--- src/rtl/pu_fram_pkg.sv ---
// Shared definitions for blocks that talk to a pu_fram instance.
package pu_fram_pkg;

  // Requester port indices on the two-port arbiter.
  localparam logic PORT_PU  = 1'b0;
  localparam logic PORT_DBG = 1'b1;

  // Geometry of the default FRAM configuration.
  localparam int unsigned PU_FRAM_ADDR_W = 4;
  localparam int unsigned PU_FRAM_DATA_W = 32;
  localparam int unsigned PU_FRAM_ATTR_W = 4;

  // One FRAM access request at the default geometry.
  typedef struct packed {
    logic                      wr;
    logic [PU_FRAM_ADDR_W-1:0] addr;
    logic [PU_FRAM_DATA_W-1:0] data;
    logic [PU_FRAM_ATTR_W-1:0] attr;
  } pu_fram_req_t;

endpackage

--- src/rtl/pu_fram_rr_arb2.sv ---
// Two-way round-robin arbiter with an eligibility mask.
// Ties go to the port that was not granted most recently; port 0 wins the first tie.
module pu_fram_rr_arb2 (
  input  logic       clk,
  input  logic       rst,
  input  logic [1:0] elig_i,
  output logic [1:0] gnt_o,
  output logic       gnt_idx_o
);

  logic last_q, last_d;

  // Pick a winner among eligible ports and remember it.
  always_comb begin
    gnt_o     = 2'b00;
    gnt_idx_o = 1'b0;
    last_d    = last_q;
    unique case (elig_i)
      2'b01: begin
        gnt_o     = 2'b01;
        gnt_idx_o = 1'b0;
      end
      2'b10: begin
        gnt_o     = 2'b10;
        gnt_idx_o = 1'b1;
      end
      2'b11: begin
        gnt_idx_o = ~last_q;
        gnt_o     = last_q ? 2'b01 : 2'b10;
      end
      default: ;
    endcase
    if (|elig_i) last_d = gnt_idx_o;
  end

  // Most recently granted port register.
  always_ff @(posedge clk) begin
    if (rst) last_q <= 1'b1;
    else     last_q <= last_d;
  end

endmodule

--- src/rtl/pu_fram_arbiter.sv ---
// Shares one single-port pu_fram between the PU datapath (port 0) and the debug bus (port 1).
// Grants one access per cycle, routes read data back by tag and stalls reads that would
// land in the FRAM's write-commit window.
module pu_fram_arbiter
  import pu_fram_pkg::*;
#(
  parameter int unsigned RAM_SIZE   = 16,
  parameter int unsigned DATA_WIDTH = 32,
  parameter int unsigned ATTR_WIDTH = 4,
  parameter int unsigned ADDR_WIDTH = $clog2(RAM_SIZE)
) (
  input  logic                  clk,
  input  logic                  rst,
  input  logic                  req0,
  input  logic                  wr0,
  input  logic [ADDR_WIDTH-1:0] addr0,
  input  logic [DATA_WIDTH-1:0] wdata0,
  input  logic [ATTR_WIDTH-1:0] wattr0,
  output logic                  ack0,
  output logic                  rvalid0,
  output logic [DATA_WIDTH-1:0] rdata0,
  output logic [ATTR_WIDTH-1:0] rattr0,
  input  logic                  req1,
  input  logic                  wr1,
  input  logic [ADDR_WIDTH-1:0] addr1,
  input  logic [DATA_WIDTH-1:0] wdata1,
  input  logic [ATTR_WIDTH-1:0] wattr1,
  output logic                  ack1,
  output logic                  rvalid1,
  output logic [DATA_WIDTH-1:0] rdata1,
  output logic [ATTR_WIDTH-1:0] rattr1,
  output logic [ADDR_WIDTH-1:0] signal_addr,
  output logic                  signal_wr,
  output logic                  signal_oe,
  output logic [DATA_WIDTH-1:0] fram_data_in,
  output logic [ATTR_WIDTH-1:0] fram_attr_in,
  input  logic [DATA_WIDTH-1:0] fram_data_out,
  input  logic [ATTR_WIDTH-1:0] fram_attr_out
);

  typedef struct packed {
    logic                  wr;
    logic [ADDR_WIDTH-1:0] addr;
    logic [DATA_WIDTH-1:0] data;
    logic [ATTR_WIDTH-1:0] attr;
  } req_t;

  req_t                  port_req [2];
  req_t                  sel;
  logic [1:0]            hazard;
  logic [1:0]            elig;
  logic [1:0]            gnt;
  logic                  gnt_idx;
  logic                  any_gnt;

  logic                  pw_valid_q, pw_valid_d;
  logic [ADDR_WIDTH-1:0] pw_addr_q, pw_addr_d;
  logic                  rd_valid_q, rd_valid_d;
  logic                  rd_port_q, rd_port_d;

  // Gather each port's request fields.
  always_comb begin
    port_req[PORT_PU]  = '{wr: wr0, addr: addr0, data: wdata0, attr: wattr0};
    port_req[PORT_DBG] = '{wr: wr1, addr: addr1, data: wdata1, attr: wattr1};
  end

  // A read of the address written last cycle would see stale data, so it sits out one cycle.
  always_comb begin
    hazard[PORT_PU]  = req0 & ~wr0 & pw_valid_q & (addr0 == pw_addr_q);
    hazard[PORT_DBG] = req1 & ~wr1 & pw_valid_q & (addr1 == pw_addr_q);
    // Nothing is granted during reset.
    elig = {req1, req0} & ~hazard & {2{~rst}};
  end

  pu_fram_rr_arb2 u_arb (
    .clk       (clk),
    .rst       (rst),
    .elig_i    (elig),
    .gnt_o     (gnt),
    .gnt_idx_o (gnt_idx)
  );

  assign sel     = port_req[gnt_idx];
  assign any_gnt = |gnt;
  assign ack0    = gnt[PORT_PU];
  assign ack1    = gnt[PORT_DBG];

  // Drive the FRAM command from the granted request; everything idles at zero otherwise.
  always_comb begin
    signal_addr  = '0;
    signal_wr    = 1'b0;
    signal_oe    = 1'b0;
    fram_data_in = '0;
    fram_attr_in = '0;
    if (any_gnt) begin
      signal_addr  = sel.addr;
      signal_wr    = sel.wr;
      signal_oe    = ~sel.wr;
      fram_data_in = sel.data;
      fram_attr_in = sel.attr;
    end
  end

  // Next state for write tracking and the read tag pipeline.
  always_comb begin
    pw_valid_d = any_gnt & sel.wr;
    pw_addr_d  = (any_gnt & sel.wr) ? sel.addr : pw_addr_q;
    rd_valid_d = any_gnt & ~sel.wr;
    rd_port_d  = any_gnt ? gnt_idx : rd_port_q;
  end

  // Write-tracking and read-tag registers.
  always_ff @(posedge clk) begin
    if (rst) begin
      pw_valid_q <= 1'b0;
      pw_addr_q  <= '0;
      rd_valid_q <= 1'b0;
      rd_port_q  <= 1'b0;
    end else begin
      pw_valid_q <= pw_valid_d;
      pw_addr_q  <= pw_addr_d;
      rd_valid_q <= rd_valid_d;
      rd_port_q  <= rd_port_d;
    end
  end

  // Route the FRAM read data to the port that issued the read; a response
  // pending across reset is dropped.
  always_comb begin
    rvalid0 = rd_valid_q & ~rst & (rd_port_q == PORT_PU);
    rvalid1 = rd_valid_q & ~rst & (rd_port_q == PORT_DBG);
    rdata0  = rvalid0 ? fram_data_out : '0;
    rattr0  = rvalid0 ? fram_attr_out : '0;
    rdata1  = rvalid1 ? fram_data_out : '0;
    rattr1  = rvalid1 ? fram_attr_out : '0;
  end

endmodule

--- config.mk ---
export PLATFORM = sky130hd
export DESIGN_NAME = pu_fram_arbiter
export DESIGN_NICKNAME = d
export VERILOG_FILES = /design/src/rtl/pu_fram_pkg.sv /design/src/rtl/pu_fram_rr_arb2.sv /design/src/rtl/pu_fram_arbiter.sv
export SDC_FILE = /design/constraint.sdc
export NUM_CORES = 1
export LEC_CHECK = 0
export CORE_AREA = 10 10 75 125
export CTS_CLUSTER_DIAMETER = 150
export CTS_CLUSTER_SIZE = 16
export DETAILED_ROUTE_END_ITERATION = 10
export DIE_AREA = 0 0 85 135
export GPL_ROUTABILITY_DRIVEN = 0
export PLACE_DENSITY_LB_ADDON = 0.05
export SYNTH_ARGS = -nofsm -noshare
export SYNTH_HDL_FRONTEND = slang
export SYNTH_SLANG_ARGS = --single-unit
--- constraint.sdc ---
create_clock -name clk -period 2.1 [get_ports clk]
set_input_delay 0.315 -clock clk [delete_from_list [all_inputs] [get_ports clk]]
set_output_delay 0.315 -clock clk [all_outputs]
set_load 0.05 [all_outputs]
==> flow_metrics.tcl, run 1 <==
set metrics [dict create \
    status "aborted with a tool error" \
    stop_stage "global routing" \
    stop_error "[ERROR DPL-0038] Utilization greater than 100%, impossible to legalize" \
    postGrtWorstEndpoint "fram_data_in[28]" \
    synth_edf_count 0 \
    die_height_um 135 \
    ys_ff_latch 8 \
    cts_root_buf "clkbuf_16" \
    synthTopCellsByCount "and2_1, a21oi_1, nand3_1" \
    post-synth-top-count-cell "and2_1" \
    cts_sinks 8 \
    start_util_pct 24.7 \
    synth_top_cells_by_area "and2_1, a21oi_1, nand3_1" \
    synth_area_um2 1790 \
    htree_levels 1 \
    port_buffers 239 \
    cts_buffer_depth 2 \
    yosys.area.top_type "and2_1" \
    cts-buffers-inserted 3 \
    grt_max_degree 38 \
    fp-row-count 41 \
    ys_warn_count 0 \
    die_x_um 85 \
    synth_area_per_cell_um2 6.34 \
    syn_inst 282 \
    async_flop_share_pct 0 \
    worstEndpointType "output port" \
    yosysUniqueCellTypes 37 \
    synth_top_flop_cell "dfxtp_1" \
    synth_top_area_share_pct 25.5 \
    hpwl_um 10900 \
    ios 240 \
    syn_nets 404 \
    yosysSeqAreaShare_pct 8.96 \
]
==> stage by stage <==
stage	hold WS (ns)	std cells	setup TNS, ns	instance area, µm²	worst slack, ns
floorplan	0.411	282	-0.125	1950	-0.125
global placement	0.497	614	-11.74	5810	-0.326
detailed placement	0.521	614	-13.06	5810	-0.343
CTS	0.464	645	-4.86	6760	-0.142
==> cell families after synthesis <==
kind of cell	Yosys count	share of synthesized area [%]
and+or+nand+nor	138	46.2
AOI/OAI and AO/OA	98	31.2
buffers and inverters	30	9.73
xor gates and xnor gates	8	3.92
DFF	8	8.96
==> repair_timing <==
item                                    CTS
hold buffers                              0
pin swaps                                42
resized for setup                       143
cloned                                    9
setup buffers                            20
endpoints found under the setup margin   49
==> run 2: changes to the inputs <==
==> config.mk (replaced) <==
export PLATFORM = sky130hd
export DESIGN_NAME = pu_fram_arbiter
export DESIGN_NICKNAME = d
export VERILOG_FILES = /design/src/rtl/pu_fram_pkg.sv /design/src/rtl/pu_fram_rr_arb2.sv /design/src/rtl/pu_fram_arbiter.sv
export SDC_FILE = /design/constraint.sdc
export NUM_CORES = 1
export LEC_CHECK = 0
export CORE_AREA = 10 10 96 98
export DETAILED_ROUTE_END_ITERATION = 10
export DIE_AREA = 0 0 106 108
export GPL_ROUTABILITY_DRIVEN = 0
export PLACE_DENSITY_LB_ADDON = 0.15
export SYNTH_ARGS = -nofsm -noshare
export SYNTH_HDL_FRONTEND = slang
export SYNTH_SLANG_ARGS = --single-unit
==> flow_metrics.tcl, run 2 <==
set metrics [dict create \
    status "finished, violations left" \
    violations "setup timing" \
    yosys.area.top_type "and2_1" \
    comb_power_share_pct 81.1 \
    synth_top_area_share_pct 25.5 \
    synth_area_per_cell_um2 6.34 \
    timing.final.hold_violations 0 \
    coreArea_um2 7450 \
    finClkSkew_ns 0.0121 \
    nNetsFinal 698 \
    crit_fanout 16 \
    synth_area_um2 1790 \
    ios 240 \
    finalMaxSlewViolations 0 \
    postPlaceCellArea_um2 5880 \
    cp-start-kind "input port" \
    syn_nets 404 \
    tritoncts "built" \
    start_util_pct 24.0 \
    grt_pass1_vias 3906 \
    num-fill-cells 155 \
    synth_top_cells_by_area "and2_1, a21oi_1, nand3_1" \
    synth_top_flop_cell "dfxtp_1" \
    design_power_total_mw 2.15 \
    most-common-layout-cells "buf_12, clkdlybuf4s50_1, and2_1, buf_4, a21oi_2" \
    antenna_found_initial 2 \
    p_seq_share_pct 9.3 \
    end_kind "output pin" \
    drt_wl_total_um 22200 \
    hold_buffers 0 \
    syn_inst 282 \
    ys_ff_latch 8 \
    synthTopCellsByCount "and2_1, a21oi_1, nand3_1" \
    min_path_type "register to register" \
    ant_nets 0 \
    drive_above_1_share_pct 56.3 \
    swShare_pct 46.0 \
    max-slew-margin-rel_pct 71.1 \
    wire_per_inst_um 32.8 \
    arrival_ns 2.17 \
    synth_edf_count 0 \
    cts-buffers-inserted 3 \
    grt_pass1_wl_um 24200 \
    vias 4026 \
    maxCapViolCount 0 \
    vias_per_cell 5.94 \
    finalCriticalPeriod_ns 2.48 \
    leakage_nw 2.75 \
    post-synth-top-count-cell "and2_1" \
    yosysUniqueCellTypes 37 \
    rsz0062_at_grt "true" \
    setup_ws_ns -0.381 \
    drc 0 \
    layout_commonest_cell "buf_12" \
    fp-row-count 32 \
    crit_type "input port to output pin" \
    htree_levels 1 \
    die_x_um 106 \
    insertion_delay_ns 0.25 \
    cts_buffer_depth 2 \
    async_flop_share_pct 0 \
    hpwl_um 11200 \
    crit_required_ns 1.78 \
    design.die.area_um2 11400 \
    regMostFlops "pw_addr_q" \
    die_height_um 108 \
    cts_sinks 8 \
    ys_warn_count 0 \
    seqCellArea_um2 173 \
    grtUsageTotal_pct 27.1 \
    yosysSeqAreaShare_pct 8.96 \
    drtIter0Drc 365 \
    cts_root_buf "clkbuf_8" \
    clk_pin_slew_ns 0.05 \
    fmax_mhz 403 \
    peakVddDrop_uv 215 \
    grt_max_degree 38 \
    timing.final.crit_share_pct 118 \
    detailedRoute.firstPassIterationCount 7 \
    overflow 0 \
    largest_reg_flops 4 \
    power.share.clock_pct 9.6 \
    p_int_mw 1.16 \
    multi_input_area_um2 2210 \
    port_buffers 239 \
    syn_to_final_growth_pct 299 \
    setup_viol 46 \
    final_cell_area_um2 7130 \
    power_density_nw_per_um2 301 \
    tightestPinTransition_ns 0.428 \
    p_sw_uw 988 \
]
[run 2: cell counts after synthesis]
No cell type changed its count.
[run 2: logic make-up after synthesis]
group           share of synthesized area [%]
flops                                    8.96
compound gates                           31.2
buf+inv                                  9.73
xor+xnor                                 3.92
simple gates                             46.2
[run 2: per-layer routing]
layer | share of wire, % | GRT usage (%) | wire length, µm
met5 | 0 | 0 | 0
met4 | 7.1 | 13.2 | 1570
met3 | 9.7 | 8.63 | 2150
met2 | 50 | 51.2 | 11100
met1 | 33 | 26.2 | 7380
[run 2: power groups by stage]
stage,combinational [mW],clock [mW],sequential [mW]
6_report,1.74,0.207,0.199
5_1_grt,1.77,0.211,0.199
3_3_place_gp,1.28,0,0.183
2_1_floorplan,0.574,0,0.180
4_1_cts,1.52,0.194,0.190
3_5_place_dp,1.30,0,0.184
[run 2: what timing repair did]
action                     4_1_cts  5_1_grt
hold endpoints to repair         0        0
cloned                           8        5
setup endpoints to repair       44      117
pin swaps                       50       29
gates resized for setup        123       49
setup buffers                   21        9
[run 2: critical path, cell delays in order]
cell,delay [ns]
clkdlybuf4s15_1,0.26
xnor2_2,0.21
nand3_2,0.19
o21bai_4,0.33
buf_6,0.23
nand3_2,0.14
a21oi_2,0.30
buf_12,0.18
[run 2: stage by stage]
stage | TNS [ns] | cells | hold WS (ns) | utilization (%) | worst slack (ns)
floorplan | -0.125 | 282 | 0.411 | - | -0.125
global placement | -14.51 | 633 | 0.494 | 78.9 | -0.404
detailed placement | -16.00 | 633 | 0.514 | 78.9 | -0.428
CTS | -5.46 | 665 | 0.525 | 90.2 | -0.122
global route | -13.82 | 678 | 0.564 | 95.8 | -0.411
finish | -12.72 | 678 | 0.559 | 95.8 | -0.381
[run 2: worst paths after layout]
kind	slack, ns	start	end	cells past startpoint
min reg2reg	0.56	u_arb.last_q$_SDFFE_PP1P_	u_arb.last_q$_SDFFE_PP1P_	1
min	0.56	u_arb.last_q$_SDFFE_PP1P_	u_arb.last_q$_SDFFE_PP1P_	1
max	-0.38	addr0[1]	fram_data_in[24]	8
max reg2reg	-0.04	pw_addr_q[1]$_SDFFE_PP0P_	pw_addr_q[3]$_SDFFE_PP0P_	10
[run 2: cell type report]
class | instances | share of cell area, %
Clock buffer | 3 | 0.579
Multi-Input combinational cell | 244 | 30.9
Timing Repair Buffer | 319 | 64.2
Sequential cell | 8 | 2.42
Antenna cell | 2 | 0.0702
Tap cell | 102 | 1.79
Power figures use the tool's default switching activity.
==> run 3: changes to the inputs <==
--- a/config.mk
+++ b/config.mk
@@ -5,9 +5,9 @@
 export SDC_FILE = /design/constraint.sdc
 export NUM_CORES = 1
 export LEC_CHECK = 0
-export CORE_AREA = 10 10 96 98
+export CORE_AREA = 2 2 93 95
 export DETAILED_ROUTE_END_ITERATION = 10
-export DIE_AREA = 0 0 106 108
+export DIE_AREA = 0 0 95 97
 export GPL_ROUTABILITY_DRIVEN = 0
 export PLACE_DENSITY_LB_ADDON = 0.15
 export SYNTH_ARGS = -nofsm -noshare
==> flow_metrics.tcl, run 3 (same netlist as run 2, synthesis figures left out) <==
set metrics [dict create \
    status "finished, violations left" \
    violations "setup timing" \
    port_buffers 239 \
    ant_nets 0 \
    crit_type "register to output pin" \
    timing.final.crit_share_pct 111 \
    grt_max_degree 38 \
    setup_ws_ns -0.230 \
    cp-start-kind "register" \
    ios 240 \
    path_common_cell "buf_12" \
    power.share.clock_pct 9.6 \
    design_power_total_mw 2.07 \
    tightestPinTransition_ns 0.315 \
    worstPathCellList "xnor2_4 > nand3_4 > o21ai_4 > buf_6 > buf_12 > buf_16 > o21ai_2 > a21oi_4 > buf_12" \
    die_x_um 95 \
    drive_above_1_share_pct 57.2 \
    rr_endpoint "pw_addr_q[2]$_SDFFE_PP0P_" \
    detailedRoute.firstPassIterationCount 5 \
    fp-row-count 33 \
    coreArea_um2 8130 \
    vias 3529 \
    holdPathEnd "u_arb.last_q$_SDFFE_PP1P_" \
    max-slew-margin-rel_pct 78.8 \
    peakVddDrop_uv 231 \
    syn_to_final_growth_pct 301 \
    drc 0 \
    crit_fanout 7 \
    p_int_mw 1.16 \
    stdcell_count 668 \
    swShare_pct 44.3 \
    end_kind "output pin" \
    finClkSkew_ns 0.0106 \
    finalMaxSlewViolations 0 \
    min_path_type "register to register" \
    hold_buffers 0 \
    hpwl_um 8920 \
    regMostFlops "pw_addr_q" \
    timing.final.hold_violations 0 \
    die_height_um 97 \
    design.die.area_um2 9220 \
    placed_cells 636 \
    wire_per_inst_um 21.7 \
    seqCellArea_um2 175 \
    htree_levels 1 \
    insertedDiodeCount 0 \
    cts_buffer_depth 2 \
    clk_pin_slew_ns 0.05 \
    min_from "u_arb.last_q$_SDFFE_PP1P_" \
    hold_depth 1 \
    arrival_ns 2.01 \
    cpPeakStageDelay_ns 0.38 \
    leakage_nw 2.68 \
    maxCapViolCount 0 \
    largest_reg_flops 4 \
    vias_per_cell 5.28 \
    grtUsageTotal_pct 28.1 \
    fmax_mhz 429 \
    drtIter0Drc 96 \
    finalCriticalPeriod_ns 2.33 \
    grt_pass1_wl_um 20100 \
    most-common-layout-cells "buf_12, clkdlybuf4s50_1, and2_1, buf_4, a21oi_2" \
    num-fill-cells 360 \
    p_seq_share_pct 9.7 \
    multi_input_area_um2 2350 \
    crit_required_ns 1.78 \
    cts_sinks 8 \
    grt_pass1_vias 3598 \
    p_sw_uw 919 \
    worst-r2r-cell-count 9 \
    crit_slowest_cell "dfxtp_4" \
    comb_power_share_pct 80.7 \
    overflow 0 \
    final_cell_area_um2 7170 \
    power_density_nw_per_um2 289 \
    antenna_found_initial 0 \
    cts-buffers-inserted 3 \
    postPlaceCellArea_um2 5870 \
    start_util_pct 22.0 \
    r2r_slack_ns 0.15 \
    insertion_delay_ns 0.24 \
    layout_commonest_cell "buf_12" \
    rsz0062_at_grt "true" \
    nNetsFinal 687 \
    r2r_start "pw_addr_q[0]$_SDFFE_PP0P_" \
    tritoncts "built" \
    cts_root_buf "clkbuf_8" \
    setup_viol 44 \
    drt_wl_total_um 14500 \
]
## run 3: worst max-delay path: cells and delay by family (launching register included)
family	cells	cell delay (ns)
buf+inv	4	0.54
compound gates	3	0.51
xor+xnor	1	0.19
simple gates	1	0.12
flops	1	0.38
## run 3: per-layer routing
metal	GRT usage, %	vias to the layer above	part of all wire [%]
met5	0	-	0
met4	11.5	0	3.7
met3	7.79	44	8.0
met2	54.1	209	56
met1	27.2	1698	32
li1	-	1578	-
## run 3: area by class of cell
class | count | share of cell area (%)
Tap cell | 105 | 1.83
Clock buffer | 3 | 0.576
Sequential cell | 8 | 2.44
Timing Repair Buffer | 308 | 62.3
Multi-Input combinational cell | 244 | 32.8
## run 3: power by group through the flow
| stage | sequential, mW | clock (mW) | combinational, mW |
|---|---|---|---|
| after floorplan | 0.180 | 0 | 0.574 |
| after global placement | 0.183 | 0 | 1.27 |
| after detailed placement | 0.184 | 0 | 1.29 |
| after CTS | 0.195 | 0.194 | 1.51 |
| after global routing | 0.202 | 0.204 | 1.73 |
| final | 0.201 | 0.199 | 1.67 |
## run 3: timing repair
item | in CTS | in global routing
setup endpoints to repair | 47 | 44
gates cloned | 10 | 3
resized for setup | 115 | 82
setup buffers | 12 | 8
pin swaps | 41 | 45
## run 3: per-stage QoR
stage	util, %	worst slack, ns	hold WS [ns]	TNS (ns)
after floorplan	-	-0.125	0.411	-0.125
after global placement	72.2	-0.321	0.496	-11.57
after detailed placement	72.2	-0.429	0.506	-16.37
after CTS	81.8	-0.117	0.515	-3.76
after global routing	88.1	-0.278	0.559	-9.51
final	88.1	-0.230	0.554	-7.27
## run 3: worst max path at each step
stage / end / startpoint / slack [ns]
2_1_floorplan: signal_oe / pw_addr_q[0]$_SDFFE_PP0P_ / -0.13
4_1_cts: fram_data_in[6] / pw_addr_q[1]$_SDFFE_PP0P_ / -0.12
6_report: fram_data_in[27] / pw_addr_q[0]$_SDFFE_PP0P_ / -0.23
3_3_place_gp: fram_data_in[10] / addr0[0] / -0.32
5_1_grt: fram_data_in[30] / pw_addr_q[2]$_SDFFE_PP0P_ / -0.28
3_5_place_dp: signal_addr[3] / addr0[0] / -0.43
